### config.mk
export PLATFORM = sky130hd
export DESIGN_NAME = mac_tx_arbiter
export DESIGN_NICKNAME = d
export VERILOG_FILES = /design/src/rtl/mac_pkg.sv /design/src/rtl/mac_rr_pick.sv /design/src/rtl/mac_tx_arbiter.sv
export SDC_FILE = /design/constraint.sdc
export NUM_CORES = 1
export LEC_CHECK = 0
export BUFFER_PORTS_ARGS = -buffer_cell sky130_fd_sc_hd__buf_4
export CORE_MARGIN = 2
export CORE_UTILIZATION = 40
export DETAILED_ROUTE_END_ITERATION = 6
export GPL_ROUTABILITY_DRIVEN = 0
export PLACE_DENSITY = 0.84
export SLEW_MARGIN = 40
export SYNTH_ARGS = -nofsm -noshare
export SYNTH_HDL_FRONTEND = slang
export SYNTH_SLANG_ARGS = --single-unit
export TNS_END_PERCENT = 100
### constraint.sdc
create_clock -name logic_clk -period 2.7 [get_ports logic_clk]
set_input_delay 0.135 -clock logic_clk [delete_from_list [all_inputs] [get_ports logic_clk]]
set_output_delay 0.135 -clock logic_clk [all_outputs]
set_load 0.02 [all_outputs]
### src/rtl/mac_pkg.sv
// ---------------------------------------------------------------------------
// mac_pkg
// Shared types and constants for the MAC transmit path.
//   arb_state_t : frame arbiter FSM states (IDLE -> XFER -> GAP -> IDLE)
//   MAC_DATA_W  : byte-stream width of the MAC TX interface
//   wrap_inc    : index increment that wraps to 0 at n
// ---------------------------------------------------------------------------
package mac_pkg;

    typedef enum logic [1:0] {
        ARB_IDLE,
        ARB_XFER,
        ARB_GAP
    } arb_state_t;

    localparam int MAC_DATA_W = 8;

    function automatic int wrap_inc(input int idx, input int n);
        return ((idx + 1) >= n) ? 0 : (idx + 1);
    endfunction

endpackage

### src/rtl/mac_rr_pick.sv
// ---------------------------------------------------------------------------
// mac_rr_pick
// Combinational round-robin selector: returns the first asserted request at
// or after ptr, wrapping modulo NUM_SRC. With ptr tied to 0 it degenerates
// to a fixed lowest-index-wins priority encoder.
// Ports:
//   req   in  NUM_SRC  request vector
//   ptr   in  SRC_W    starting index for the search (must be < NUM_SRC)
//   found out 1        at least one request is asserted
//   idx   out SRC_W    index of the selected request (0 when found=0)
// ---------------------------------------------------------------------------
module mac_rr_pick #(
    parameter int NUM_SRC = 3,
    parameter int SRC_W   = $clog2(NUM_SRC)
) (
    input  logic [NUM_SRC-1:0] req,
    input  logic [SRC_W-1:0]   ptr,
    output logic               found,
    output logic [SRC_W-1:0]   idx
);

    int cand;

    always_comb begin
        found = 1'b0;
        idx   = '0;
        cand  = 0;
        for (int k = 0; k < NUM_SRC; k++) begin
            cand = int'(ptr) + k;
            if (cand >= NUM_SRC) begin
                cand = cand - NUM_SRC;
            end
            if (!found && req[cand]) begin
                found = 1'b1;
                idx   = SRC_W'(cand);
            end
        end
    end

endmodule

### src/rtl/mac_tx_arbiter.sv
// ---------------------------------------------------------------------------
// mac_tx_arbiter
// Frame-level arbiter between NUM_SRC AXI-Stream byte sources and the single
// MAC TX stream. One source is granted per frame and the grant is held until
// that source's tlast handshake, so frames never interleave. Every frame is
// followed by one idle GAP cycle in which the downstream FSM rearms.
//
// Build option:
//   MAC_TX_ARB_STRICT_PRIO_EN  defined   -> lowest requesting index wins
//                              undefined -> round robin (default)
//
// Ports:
//   logic_clk      in   1               clock
//   logic_rst_n    in   1               asynchronous active-low reset
//   s_tdata        in   NUM_SRC*DATA_W  source i at [DATA_W*i +: DATA_W]
//   s_tvalid       in   NUM_SRC         per-source valid (also the request)
//   s_tready       out  NUM_SRC         per-source ready (granted source only)
//   s_tlast        in   NUM_SRC         per-source end of frame
//   mac_tdata_out  out  DATA_W          muxed byte to the MAC
//   mac_tvalid_out out  1               muxed valid
//   mac_tready_in  in   1               MAC ready
//   mac_tlast_out  out  1               muxed end of frame
//   grant_id       out  SRC_W           granted source, meaningful while busy
//   busy           out  1               frame in progress (XFER or GAP)
// ---------------------------------------------------------------------------
module mac_tx_arbiter
    import mac_pkg::*;
#(
    parameter  int NUM_SRC = 3,
    parameter  int DATA_W  = MAC_DATA_W,
    localparam int SRC_W   = $clog2(NUM_SRC)
) (
    input  logic                      logic_clk,
    input  logic                      logic_rst_n,
    input  logic [NUM_SRC*DATA_W-1:0] s_tdata,
    input  logic [NUM_SRC-1:0]        s_tvalid,
    output logic [NUM_SRC-1:0]        s_tready,
    input  logic [NUM_SRC-1:0]        s_tlast,
    output logic [DATA_W-1:0]         mac_tdata_out,
    output logic                      mac_tvalid_out,
    input  logic                      mac_tready_in,
    output logic                      mac_tlast_out,
    output logic [SRC_W-1:0]          grant_id,
    output logic                      busy
);

    arb_state_t         state_q, state_d;
    logic [SRC_W-1:0]   grant_q, grant_d;
    logic [SRC_W-1:0]   pick_ptr;
    logic               pick_found;
    logic [SRC_W-1:0]   pick_idx;
    logic [DATA_W-1:0]  sel_data;
    logic               sel_valid;
    logic               sel_last;
    logic               xfer_end;

    // Granted source's stream, selected from the registered grant only.
    assign sel_data  = s_tdata[DATA_W*grant_q +: DATA_W];
    assign sel_valid = s_tvalid[grant_q];
    assign sel_last  = s_tlast[grant_q];

    // Final handshake of the current frame.
    assign xfer_end  = (state_q == ARB_XFER) && sel_valid && mac_tready_in && sel_last;

`ifdef MAC_TX_ARB_STRICT_PRIO_EN
    // Fixed priority: the search always starts at source 0.
    assign pick_ptr = '0;
`else
    logic [SRC_W-1:0] rr_ptr_q, rr_ptr_d;

    // The source just served becomes the lowest priority for the next frame.
    always_comb begin
        rr_ptr_d = rr_ptr_q;
        if (xfer_end) begin
            rr_ptr_d = SRC_W'(wrap_inc(int'(grant_q), NUM_SRC));
        end
    end

    always_ff @(posedge logic_clk or negedge logic_rst_n) begin
        if (!logic_rst_n) begin
            rr_ptr_q <= '0;
        end else begin
            rr_ptr_q <= rr_ptr_d;
        end
    end

    assign pick_ptr = rr_ptr_q;
`endif

    mac_rr_pick #(
        .NUM_SRC (NUM_SRC),
        .SRC_W   (SRC_W)
    ) u_pick (
        .req   (s_tvalid),
        .ptr   (pick_ptr),
        .found (pick_found),
        .idx   (pick_idx)
    );

    always_ff @(posedge logic_clk or negedge logic_rst_n) begin
        if (!logic_rst_n) begin
            state_q <= ARB_IDLE;
            grant_q <= '0;
        end else begin
            state_q <= state_d;
            grant_q <= grant_d;
        end
    end

    always_comb begin
        state_d        = state_q;
        grant_d        = grant_q;
        s_tready       = '0;
        mac_tdata_out  = '0;
        mac_tvalid_out = 1'b0;
        mac_tlast_out  = 1'b0;

        unique case (state_q)
            ARB_IDLE: begin
                if (pick_found) begin
                    grant_d = pick_idx;
                    state_d = ARB_XFER;
                end
            end
            ARB_XFER: begin
                // No preemption: a stalled granted source keeps the grant.
                mac_tdata_out     = sel_data;
                mac_tvalid_out    = sel_valid;
                mac_tlast_out     = sel_last;
                s_tready[grant_q] = mac_tready_in;
                if (xfer_end) begin
                    state_d = ARB_GAP;
                end
            end
            ARB_GAP: begin
                state_d = ARB_IDLE;
            end
            default: begin
                state_d = ARB_IDLE;
            end
        endcase
    end

    assign grant_id = grant_q;
    assign busy     = (state_q != ARB_IDLE);

endmodule

## Word level (Yosys, flattened, before mapping)

Cells that the tools add are included.

| word-level totals | value |
|---|---|
| output and inout bits | 16 |
| bits in registers | 6 |
| bits of input ports | 33 |

| cells by class | value |
|---|---|
| reductions and logical operators | 12 |
| multiplexer cells | 32 |
| eq/ne operators | 3 |
| add/subtract/negate cells | 6 |
| bitwise gates (word level) | 1 |
| $lt $le $gt $ge | 9 |
| shift-type cells | 1 |

Operators with widths:

| kind | number |
|---|---|
| less-than comparator 32 x 4 -> 1 bit, second input constant | 3 |
| two-way mux 32 bit | 3 |
| greater-or-equal comparator 32 x 3 -> 1 bit, second input constant | 2 |
| subtractor 32 x 3 -> 32 bit, second input constant | 2 |
| variable part select 24 x 6 -> 8 bit | 1 |
| two-way mux 1 bit | 14 |
| two-way mux 2 bit | 6 |
| binary-select mux 1 bit (select 2 bit) | 5 |
| two-way mux 8 bit | 1 |
| adder 2 x 1 -> 3 bit, second input constant | 2 |
| logical AND 1 bit | 6 |
| != test 2 bit, second input constant | 2 |
| one-hot mux 2 bit (2 select lines) | 1 |
| AND reduction 2 bit | 2 |
| adder 2 x 2 -> 3 bit, second input constant | 1 |
| bitwise AND 3 bit | 1 |
| greater-or-equal comparator 3 x 2 -> 1 bit, second input constant | 1 |
| less-than comparator 2 x 3 -> 1 bit, second input constant | 1 |
| two-way mux 3 bit | 1 |
| subtractor 2 x 2 -> 3 bit, second input constant | 1 |
| demux 1 bit (select 2 bit) | 1 |
| equality test 2 x 1 -> 1 bit, second input constant | 1 |
| greater-or-equal comparator 2 x 1 -> 1 bit, second input constant | 1 |
| greater-or-equal comparator 2 bit, second input constant | 1 |
| other kinds (3) | 4 |

## Logic depth before layout (Yosys ltp)

| depth | value |
|---|---|
| depth after elaboration | 14 |
| gate-level depth with buffers | 8 |

## Cells and area by module

A second synthesis with hierarchy kept.

| unflattened totals | value |
|---|---|
| cell total of the unflattened synthesis | 101 |
| area, all modules | 795.8 um^2 |

By module, submodules not included:

| module | cells each | times used | sequential area each (um^2) | area an instance (um^2) |
|---|---|---|---|---|
| mac_tx_arbiter | 69 | 1 | 150.1 | 544.3 |
| mac_rr_pick | 32 | 1 | 0.0 | 251.5 |

## Least setup slack after synthesis

OpenSTA, ideal clock, no wires.

| timing | value |
|---|---|
| path kind | register -> register |
| from | reg rr_ptr_q[0], in the netlist pick_ptr[0] |
| to | reg grant_q[0], in the netlist grant_id[0] |
| library setup time | 0.125 ns |
| path buffers | 1 |
| data arrival time | 1.671 ns |
| path slack | 0.903 ns |
| stages on the path, launching flop included | 8 |
| data required time | 2.575 ns |
| cells stage by stage | dfrtp_1 -> inv_1 -> ha_1 -> buf_6 -> a221o_2 -> o21ai_1 -> a21o_2 -> mux2_4 |

| between the ends | value |
|---|---|
| longest elaborated chain between the ends | 13 |
| elaborated cells on any way between the ends | 31 |
| classes of those cells | add/sub: 5; order compare: 3; mux: 18; reduce/logical: 5 |

Ends and longest elaborated chain:

| item | line | text |
|---|---|---|
| start, declared | mac_tx_arbiter.sv:69 | `logic [SRC_W-1:0] rr_ptr_q, rr_ptr_d;` |
| start signal, assigned | mac_tx_arbiter.sv:83 | `rr_ptr_q <= rr_ptr_d;` |
| parallel branches: the longest is 13 deep, another holds subtractor 32 x 3 -> 32 bit | -- |  |
| end signal, assigned | mac_tx_arbiter.sv:106 | `grant_q <= grant_d;` |
| end, declared | mac_tx_arbiter.sv:48 | `logic [SRC_W-1:0] grant_q, grant_d;` |

Parallel ways; which one is timed is not known. The select of a mux whose other input is x is not followed.
A chain may end at the register's enable or synchronous reset.

## Worst setup path after layout

| timing | value |
|---|---|
| from | reg rr_ptr_q[0], in the netlist pick_ptr[0] |
| to | reg grant_q[1], in the netlist grant_id[1] |

Same word-level chain as after synthesis.

==> run summary <==
H-tree Lvls -> 1
drt pass-1 iters -> 4
clk sinks -> 6
Final HPWL DP -> 1950 um
critical path endpoint category -> flip-flop
initial antenna violation count -> 0
worst-margin pin slew -> 391 ps
CTS Root Cell -> clkbuf_4
max-slew violation count -> 0
Inst Count DP -> 171
ANT cells -> 0
crit path cell chain -> inv_1 > ha_1 > a21boi_0 > a221o_2 > o21ai_1 > a21o_2 > mux2_4
number of synthesized flops with an enable pin -> 0
Via Count -> 906
vias in the first global route -> 864
Setup WS pre-CTS -> 658 ps
total power draw -> 1360 uW
Avg WL per Cell -> 13.5 um
grt peak-use layer -> met2
Critical Path Start -> pick_ptr[0]$_DFFE_PN0P_
VDD IR-drop max -> 0.000648 V
Worst-Skew Late Latency -> 250 ps
Rows -> 16
final core utilization -> 61.0%
Synth area leader -> dfrtp_1
most common cell in the netlist -> nor2_1
Psw -> 687 uW
DRT Wirelength -> 2370 um
largest cells by area after synthesis -> dfrtp_1, mux2i_1, nor2_1, a21oi_1, ha_1
GR Util met3 -> 6.75%
Critical Path RT -> 2830 ps
IO Count -> 49
synthesis warning total -> 0
Final #Nets -> 186
Net Sw Frac -> 50.5%
Synth Register Bits -> 6
HP Class -> in -> async
P per Cell Area -> 1150 mW/mm^2
setup TNS -> 0 ps
asr flop ratio synth -> 100%
RSZ-0062 raised after global routing -> no
largest stage delay on the critical path -> 400 ps
clock slew at reported path FFs -> 50 ps
part of the cycle the worst path needs -> 75.5%
Leak -> 0.000589 uW
outcome -> complete, no violations
Reg power frac -> 11.4%
die area -> 0.00240 mm^2
skew final -> 2.94 ps
Clock power frac -> 6.3%
Final min period -> 2040 ps
DRT antenna net count -> 0
DRC -> 0
Cells after Synth -> 102
layout cell share with drive strength beyond 1 -> 42.6%
Seq/Total Area, Yosys -> 18.5%
Max Cap Viol -> 0
starting density of the core -> 41.8%
Post CTS Setup Buffer Count -> 0
met2 Track Usage GR -> 36.1%
first-pass GRT wire length -> 3800 um
FF-to-FF Start -> pick_ptr[0]$_DFFE_PN0P_
Yosys cell types -> 34
core area -> 0.00194 mm^2
DRT iter0 DRCs -> 14
vias per cell -> 5.18
synthesized cell area -> 811 um^2
Overall Global Routing Usage -> 21.0%
crit path launch type -> flip-flop
Die W -> 49.0 um
grt total ovfl -> 0
setup slack after layout -> 661 ps
relative slew slack -> 74.0%
post-synth top area share -> 18.5%
met1 Use GR -> 21.5%
maximum net fanout on the critical path -> 11
Setup CP Type -> reg -> reg
final hold violations -> 0
critical path arrival -> 2170 ps
count of buffers from port buffering -> 48
Int Pwr -> 674 uW
Layout area overhead -> 46.1%
Net Count, Synth -> 138
CP max stage cell -> dfrtp_1
Clock Path Buffers -> 2
Final Instance Count excl. Fillers -> 175
CTS Buf Count -> 3
Comb power frac -> 82.3%
Fill cells -> 167
Die Y-Extent -> 49.0 um
ys flop type -> dfrtp_1
Final setup viols -> 0
top post-synthesis cells by count -> nor2_1, mux2i_1, a21oi_1
largest net degree at the start of global routing -> 16
CTS tree -> built
fmax -> 490 MHz
synthesized area per cell -> 7.95 um^2
==> power groups by stage <==
stage / Combinational, uW / Sequential [uW] / Clock, uW
after floorplan: 827 / 179 / 0
after global placement: 1080 / 152 / 0
after detailed placement: 1120 / 157 / 0
after CTS: 1120 / 155 / 88.2
after global routing: 1200 / 159 / 95.9
final: 1120 / 155 / 85.5
==> registers in the layout, indices dropped and copies added (netlist names) <==
| name | count |
|---|---|
| grant_id | 2 |
| pick_ptr | 2 |
| state_q | 2 |
==> kinds of logic (layout without fill, tap and decap cells) <==
logic type / Yosys count / in the layout / synth area share [%]
adders and majority gates: 3 / 3 / 4.63
buffers and inverters: 12 / 58 / 10.6
AOI/OAI and AO/OA: 25 / 25 / 20.2
muxes: 18 / 18 / 23.8
DFF: 6 / 6 / 18.5
and+or+nand+nor: 38 / 38 / 22.2
==> layout make-up <==
cell class              count  area (um^2)  share of cell area, %
flip-flops and latches      6          150                   12.7
repair buffers             52          393                   33.2
inverters                   3         11.3                  0.950
well taps                  27         33.8                   2.85
multi-input cells          84          574                   48.5
clock buffers               3         22.5                   1.90
==> metrics by stage <==
step           instance area (um^2)  hold WS [ps]
2_1_floorplan                   811          -161
3_3_place_gp                   1150         -55.6
3_5_place_dp                   1150         -52.9
4_1_cts                        1180           219
5_1_grt                        1180           233
6_report                       1180           228
==> worst max-delay path, delay by kind of cell, from the launching register on <==
family,cells,cell delay [ps]
AOI/OAI and AO/OA,4,760
DFF,1,400
adders and majority gates,1,390
muxes,1,300
buffers and inverters,1,70
==> metal layers <==
| layer | up-vias | share of wire [%] |
|---|---|---|
| met1 | 421 | 38 |
| met5 | - | 0 |
| met3 | 12 | 3.2 |
| li1 | 449 | - |
| met4 | 0 | 5.2 |
| met2 | 24 | 54 |
==> repair_timing <==
item / 4_1_cts / 5_1_grt
hold buffers: 1 / 0
gates resized for setup: 0 / 0
hold endpoints to repair: 6 / 0
==> path summary, 6_finish.rpt <==
kind | endpoint | slack, ps | depth (start not counted)
worst max-delay path | grant_id[1]$_DFFE_PN0P_ | 660 | 7
worst min-delay path | state_q[0]$_DFFE_PN0P_ | 230 | 2
worst max register to register | grant_id[1]$_DFFE_PN0P_ | 660 | 7
worst min register to register | pick_ptr[1]$_DFFE_PN0P_ | 550 | 1
max in group asynchronous | state_q[1]$_DFFE_PN0P_ | 2350 | 2
min in group logic_clk | state_q[1]$_DFFE_PN0P_ | 310 | 3
==> layout by cell type (no fill, tap or decap), types with 2 or more instances in the layout <==
cell type | netlist | final
buf_4 | 1 | 51
nor2_1 | 24 | 24
mux2i_1 | 14 | 14
a21oi_1 | 10 | 10
dfrtp_1 | 6 | 6
o21ai_0 | 5 | 5
nand2b_1 | 3 | 3
nor2b_1 | 3 | 3
inv_1 | 3 | 3
ha_1 | 3 | 3
clkbuf_4 | 1 | 3
nand3b_1 | 2 | 2
mux2_4 | 2 | 2
mux2_2 | 2 | 2
(Power assumes the default switching activity.)
